**src/rtl/div_iter_if.sv**
```systemverilog
// Divide handshake bundle between the EX stage (master) and the
// iterative divider (slave).
interface div_iter_if #(
  parameter int WIDTH = 32
);

  logic                 signed_div_i;
  logic [WIDTH-1:0]     opdata1_i;
  logic [WIDTH-1:0]     opdata2_i;
  logic                 start_i;
  logic                 annul_i;
  logic [2*WIDTH-1:0]   result_o;
  logic                 ready_o;

  modport master (
    output signed_div_i, opdata1_i, opdata2_i, start_i, annul_i,
    input  result_o, ready_o
  );

  modport slave (
    input  signed_div_i, opdata1_i, opdata2_i, start_i, annul_i,
    output result_o, ready_o
  );

endinterface

```
**src/rtl/div_iter.sv**
```systemverilog
// Iterative radix-2 restoring divider for DIV/DIVU. Operands are reduced
// to magnitudes on acceptance, one quotient bit is produced per cycle,
// and signs are restored when the result is registered. The result is
// {remainder, quotient} and is only non-zero while ready_o is high.
module div_iter #(
  parameter int WIDTH = 32
) (
  input  logic         clk,
  input  logic         rst,
  div_iter_if.slave    bus
);

  localparam int CW = $clog2(WIDTH);

  typedef enum logic [1:0] {
    IDLE,
    RUN,
    BYZERO,
    DONE
  } state_t;

  state_t               state_q, state_d;
  logic [CW-1:0]        count_q, count_d;
  logic [WIDTH-1:0]     divisor_q, divisor_d;
  logic [WIDTH-1:0]     rem_q, rem_d;
  logic [WIDTH-1:0]     quo_q, quo_d;
  logic                 neg_quo_q, neg_quo_d;
  logic                 neg_rem_q, neg_rem_d;
  logic                 ready_q, ready_d;
  logic [2*WIDTH-1:0]   result_q, result_d;

  // Operand magnitudes; the most negative value maps onto itself and is
  // then simply read as an unsigned magnitude.
  logic [WIDTH-1:0]     op1_abs, op2_abs;
  assign op1_abs = (bus.signed_div_i && bus.opdata1_i[WIDTH-1]) ? -bus.opdata1_i : bus.opdata1_i;
  assign op2_abs = (bus.signed_div_i && bus.opdata2_i[WIDTH-1]) ? -bus.opdata2_i : bus.opdata2_i;

  // One restoring step: shift {rem, quo} left, try subtracting the divisor
  // from the widened upper half and keep the difference when it fits.
  logic [WIDTH:0]       upper;
  logic [WIDTH-1:0]     trial;
  logic                 fits;
  logic [WIDTH-1:0]     step_rem, step_quo;
  assign upper    = {rem_q, quo_q[WIDTH-1]};
  assign fits     = (upper >= {1'b0, divisor_q});
  assign trial    = upper[WIDTH-1:0] - divisor_q;
  assign step_rem = fits ? trial : upper[WIDTH-1:0];
  assign step_quo = {quo_q[WIDTH-2:0], fits};

  // Next-state and next-output logic; everything holds by default and the
  // result/ready pair is cleared unless a state explicitly presents it.
  always_comb begin
    state_d   = state_q;
    count_d   = count_q;
    divisor_d = divisor_q;
    rem_d     = rem_q;
    quo_d     = quo_q;
    neg_quo_d = neg_quo_q;
    neg_rem_d = neg_rem_q;
    ready_d   = 1'b0;
    result_d  = '0;

    case (state_q)
      IDLE: begin
        if (bus.start_i && !bus.annul_i) begin
          neg_quo_d = bus.signed_div_i & (bus.opdata1_i[WIDTH-1] ^ bus.opdata2_i[WIDTH-1]);
          neg_rem_d = bus.signed_div_i & bus.opdata1_i[WIDTH-1];
          divisor_d = op2_abs;
          rem_d     = '0;
          quo_d     = op1_abs;
          count_d   = '0;
          state_d   = (bus.opdata2_i == '0) ? BYZERO : RUN;
        end
      end

      RUN: begin
        if (bus.annul_i) begin
          state_d = IDLE;
        end else begin
          rem_d   = step_rem;
          quo_d   = step_quo;
          count_d = count_q + CW'(1);
          if (count_q == CW'(WIDTH - 1)) begin
            state_d  = DONE;
            ready_d  = 1'b1;
            result_d = {(neg_rem_q ? -step_rem : step_rem),
                        (neg_quo_q ? -step_quo : step_quo)};
          end
        end
      end

      BYZERO: begin
        if (bus.annul_i) begin
          state_d = IDLE;
        end else begin
          state_d = DONE;
          ready_d = 1'b1;
        end
      end

      DONE: begin
        if (bus.annul_i) begin
          state_d = IDLE;
        end else if (bus.start_i) begin
          ready_d  = 1'b1;
          result_d = result_q;
        end else begin
          state_d = IDLE;
        end
      end

      default: state_d = IDLE;
    endcase
  end

  // State and datapath registers with synchronous reset.
  always_ff @(posedge clk) begin
    if (rst) begin
      state_q   <= IDLE;
      count_q   <= '0;
      divisor_q <= '0;
      rem_q     <= '0;
      quo_q     <= '0;
      neg_quo_q <= 1'b0;
      neg_rem_q <= 1'b0;
      ready_q   <= 1'b0;
      result_q  <= '0;
    end else begin
      state_q   <= state_d;
      count_q   <= count_d;
      divisor_q <= divisor_d;
      rem_q     <= rem_d;
      quo_q     <= quo_d;
      neg_quo_q <= neg_quo_d;
      neg_rem_q <= neg_rem_d;
      ready_q   <= ready_d;
      result_q  <= result_d;
    end
  end

  assign bus.ready_o  = ready_q;
  assign bus.result_o = result_q;

endmodule

```
**src/flat_wrapper.sv**
```systemverilog
// flat-port wrapper written by rule: the top's interface ports become plain ports
module div_iter_flat 
#(
  parameter int WIDTH = 32
)
  (clk, rst, bus_signed_div_i, bus_opdata1_i, bus_opdata2_i, bus_start_i, bus_annul_i, bus_result_o, bus_ready_o);
  div_iter_if #(.WIDTH(WIDTH)) bus_i ();
  input  logic clk;
  input  logic rst;
  input wire logic [$bits(bus_i.signed_div_i)-1:0] bus_signed_div_i;
  input wire logic [$bits(bus_i.opdata1_i)-1:0] bus_opdata1_i;
  input wire logic [$bits(bus_i.opdata2_i)-1:0] bus_opdata2_i;
  input wire logic [$bits(bus_i.start_i)-1:0] bus_start_i;
  input wire logic [$bits(bus_i.annul_i)-1:0] bus_annul_i;
  output wire logic [$bits(bus_i.result_o)-1:0] bus_result_o;
  output wire logic [$bits(bus_i.ready_o)-1:0] bus_ready_o;
  assign bus_i.signed_div_i = bus_signed_div_i;
  assign bus_i.opdata1_i = bus_opdata1_i;
  assign bus_i.opdata2_i = bus_opdata2_i;
  assign bus_i.start_i = bus_start_i;
  assign bus_i.annul_i = bus_annul_i;
  assign bus_result_o = bus_i.result_o;
  assign bus_ready_o = bus_i.ready_o;
  div_iter #(.WIDTH(WIDTH)) u_core (.clk(clk), .rst(rst), .bus(bus_i));
endmodule
```
**config.mk**
```make
export PLATFORM = sky130hd
export DESIGN_NAME = div_iter_flat
export DESIGN_NICKNAME = d
export VERILOG_FILES = /design/src/rtl/div_iter_if.sv /design/src/rtl/div_iter.sv /design/src/flat_wrapper.sv
export SDC_FILE = /design/constraint.sdc
export NUM_CORES = 1
export LEC_CHECK = 0
export CAP_MARGIN = 20
export CORE_AREA = 2 2 165 135
export CTS_BUF_LIST = sky130_fd_sc_hd__clkbuf_16
export DETAILED_ROUTE_END_ITERATION = 12
export DIE_AREA = 0 0 167 137
export HOLD_SLACK_MARGIN = 0.08
export PLACE_DENSITY_LB_ADDON = 0.12
export SLEW_MARGIN = 20
export SYNTH_ARGS = -nofsm -noshare
export SYNTH_HDL_FRONTEND = slang
export SYNTH_SLANG_ARGS = --single-unit
```
**constraint.sdc**
```tcl
create_clock -name clk -period 14.27 [get_ports clk]
set_clock_uncertainty 0.2 [all_clocks]
set_input_delay 4.281 -clock clk [delete_from_list [all_inputs] [get_ports clk]]
set_output_delay 4.281 -clock clk [all_outputs]
set_load 0.02 [all_outputs]
```
==> metrics <==
outcome finished, final reports clean; Remaining Overflow, GRT 0; critical path endpoint category register; largest net degree at the start of global routing just over 80; RSZ-0062 raised after global routing no; Core ar. 21200 um^2; critical path required time 14420 ps; I/O Buffers between 100 and 150; Crit-path slowest cell or4_1; vias ~11000; cell taking the most area after synthesis dfxtp_1; Pwr Density 164.4 nW/um^2; layout cells sized above 1 0.04806; wirelength, routed 34280 um; area share of the largest cell type after synthesis 0.2970; clk slew on worst S/H paths around 70 ps; die area 22880 um^2; Worst EP arrival 7780 ps; post_cts resized 0; Hold Crit Class register to register; Post-Syn Nets 1654; sequential power share 0.260; final setup fails 0; synth warn 0; EDFF count, synth 0; Max clock buf depth 2; sequential share of the synthesized area 0.2970; Final period util 0.5350; vias in the first global route 10150; NetSw 1.033 mW; first-pass GRT wire length 54190 um; clock share of power 0.216; worst hold stages 2; dominant synthesized flop cell dfxtp_1; Syn Area/Cell 7.437 um^2; number of DRC markers in iteration 0 1142; Util after Layout 0.6359; Core Rows 48; antenna cells 0; fin crit period approximately 7600 ps; Pins Over Slew Limit 0; clk sinks 170; Die Y ~140 um; H-tree depth 4; Clock Latency Late Sink roughly 430 ps; GRT Util Overall 0.2968; Die Wd 167 um; initial antenna violation count 0; post-synthesis cell area 11460 um^2; kind of critical path input pin to register; GPL Wtd Cong between 0.9 and 1; Hold Fails Final Rpt 0; Tightest Pin Transition 1033 ps; Pint 1.184 mW; VDD IR max 0.1192 mV; post-DR wirelength/cell 18.06 um; Post-route DRC 0; Distinct cells, synth 73; CP Launch Type input pin; CTS Hold Buffers Added 0; Vias/cell 5.979; crit-path cells clkdlybuf4s50_1, or4_1, nor4_1, or3b_2, or2_2, or4_1, o41ai_1, xor2_1, a211oi_1; I/O pin total 134; Max-Cap Viols 0; Async SR Flop Fraction 0; leakage power 4.910 nW; setup bufs post-CTS 0; worst-case reg-to-reg path depth 18; Root Buffer Master clkbuf_16; initial core utilization 0.5405; setup TNS 0 ps; Max Freq 131.0 MHz; Comb pwr share 0.524; Post-Syn Instances 1541; CTS buffer count 17; most frequent CP cell or4_1; CTS tree yes; 1st-pass router iterations 5; Nets 1723; Synth area leaders dfxtp_1 30%, nand2_1 7.0%, nor2_1 6.1%, xor2_1 5.7%, xnor2_1 5.2%; placed wire-length estimate 25430 um; crit-path max cell delay 620 ps; antenna-violating nets left 0; Worst Path Max Fanout 6; switching share of total power 0.4660; slack of the worst reg-to-reg path about 8900 ps; area grow syn2layout 17.64%; Rel. slew slack 0.3104; flops & latches, synth 170
[state kept, by name, indices dropped and copies added (netlist names)]
signal,cells
u_core.state_q,2
u_core.count_q,5
u_core.bus.result_o,64
u_core.bus.ready_o,1
u_core.divisor_q,32
u_core.neg_quo_q,1
u_core.quo_q,32
u_core.neg_rem_q,1
u_core.rem_q,32
[worst max-delay path, delay by kind of cell]
family                 cells  cell delay, ps
AND/OR/NAND/NOR            5            2350
buffers and inverters      1             450
AO/OA/AOI/OAI              2             580
XOR/XNOR                   1             110
[power by group through the flow]
stage	Combinational [mW]	Sequential, mW	Clock, mW
floorplan	0.870	0.561	0
global placement	1.13	0.582	0
detailed placement	1.14	0.584	0
CTS	1.14	0.574	0.484
global route	1.28	0.582	0.506
finish	1.16	0.577	0.478
[cells by family (layout without fill, tap and decap cells)]
kind of cell / count (synthesis) / count (layout) / share of synthesized area
mux: 18 / 18 / 0.01572
fa+ha+maj: 44 / 44 / 0.04870
buf+inv: 146 / 228 / 0.05121
simple gates: 582 / 582 / 0.2324
compound gates: 439 / 439 / 0.2464
xor+xnor: 142 / 142 / 0.1085
flops: 170 / 170 / 0.2970
[cell type report]
type	count	area [um^2]
Inverter	51	193.9
Timing Repair Buffer	145	1439
Clock buffer	17	425.4
Clock inverter	15	177.7
Tap cell	275	344.1
Sequential cell	170	3403
Multi-Input combinational cell	1225	7498
Fill cell	1929	7719
[synth_stat cells (18+ instances only)]
| cell | count |
|---|---|
| a211oi_1 | 39 |
| a21oi_1 | 102 |
| a22oi_1 | 64 |
| clkbuf_1 | 65 |
| dfxtp_1 | 170 |
| ha_1 | 43 |
| inv_1 | 50 |
| mux2i_1 | 18 |
| nand2_1 | 215 |
| nor2_1 | 187 |
| nor2b_1 | 20 |
| nor3_1 | 30 |
| o21ai_0 | 113 |
| o31ai_1 | 25 |
| or3_1 | 24 |
| xnor2_1 | 68 |
| xor2_1 | 74 |
[layer usage]
| metal | up-vias | global-route usage | wire length [um] |
|---|---|---|---|
| li1 | 5594 | - | - |
| met1 | 5263 | 0.4545 | 16840 |
| met2 | 457 | 0.4294 | 13940 |
| met3 | 35 | 0.04453 | 3005 |
| met4 | 0 | 0.07854 | 489 |
| met5 | - | 0 | 0 |
[layout by cell type (no fill, tap or decap), drive strengths merged, types with 5 or more instances in the layout]
cell	instances
xnor2	68
o41ai	17
xor2	74
a22o	6
o21bai	5
nor2	187
nor2b	20
nand2b	15
clkdlybuf4s50	132
nand3	14
buf	13
ha	43
mux2i	18
inv	59
a211oi	39
nor4	13
a21o	5
o21ai	127
clkbuf	17
and2	9
or2	9
nand2	216
a22oi	64
nand4	17
or3	24
o31ai	28
a21oi	103
nor3	30
or4	14
dfxtp	170
[per-stage QoR]
stage          std cells  setup slack, ps  instance area, um^2  power [mW]  hold slack, ps
6_report            1898             6635                13480       2.217           254.2
5_1_grt             1898             6410                13480       2.367           272.8
4_1_cts             1897             6635                13450       2.199           258.0
3_5_place_dp        1865             6179                12850       1.720           248.4
3_3_place_gp        1865             6262                12850       1.708           233.0
2_1_floorplan       1541             6956                11460       1.431           231.9
[worst paths after layout]
kind,to,from
worst max-delay path,u_core.divisor_q[24]$_SDFFE_PP0P_,bus_opdata2_i[8]
worst min-delay path,u_core.bus.result_o[57]$_SDFFE_PP0N_,u_core.bus.result_o[57]$_SDFFE_PP0N_
worst max register to register,u_core.bus.result_o[26]$_SDFFE_PP0N_,u_core.divisor_q[20]$_SDFFE_PP0P_
worst min register to register,u_core.bus.result_o[57]$_SDFFE_PP0N_,u_core.bus.result_o[57]$_SDFFE_PP0N_
No activity file was read; power rests on OpenSTA's default activity.
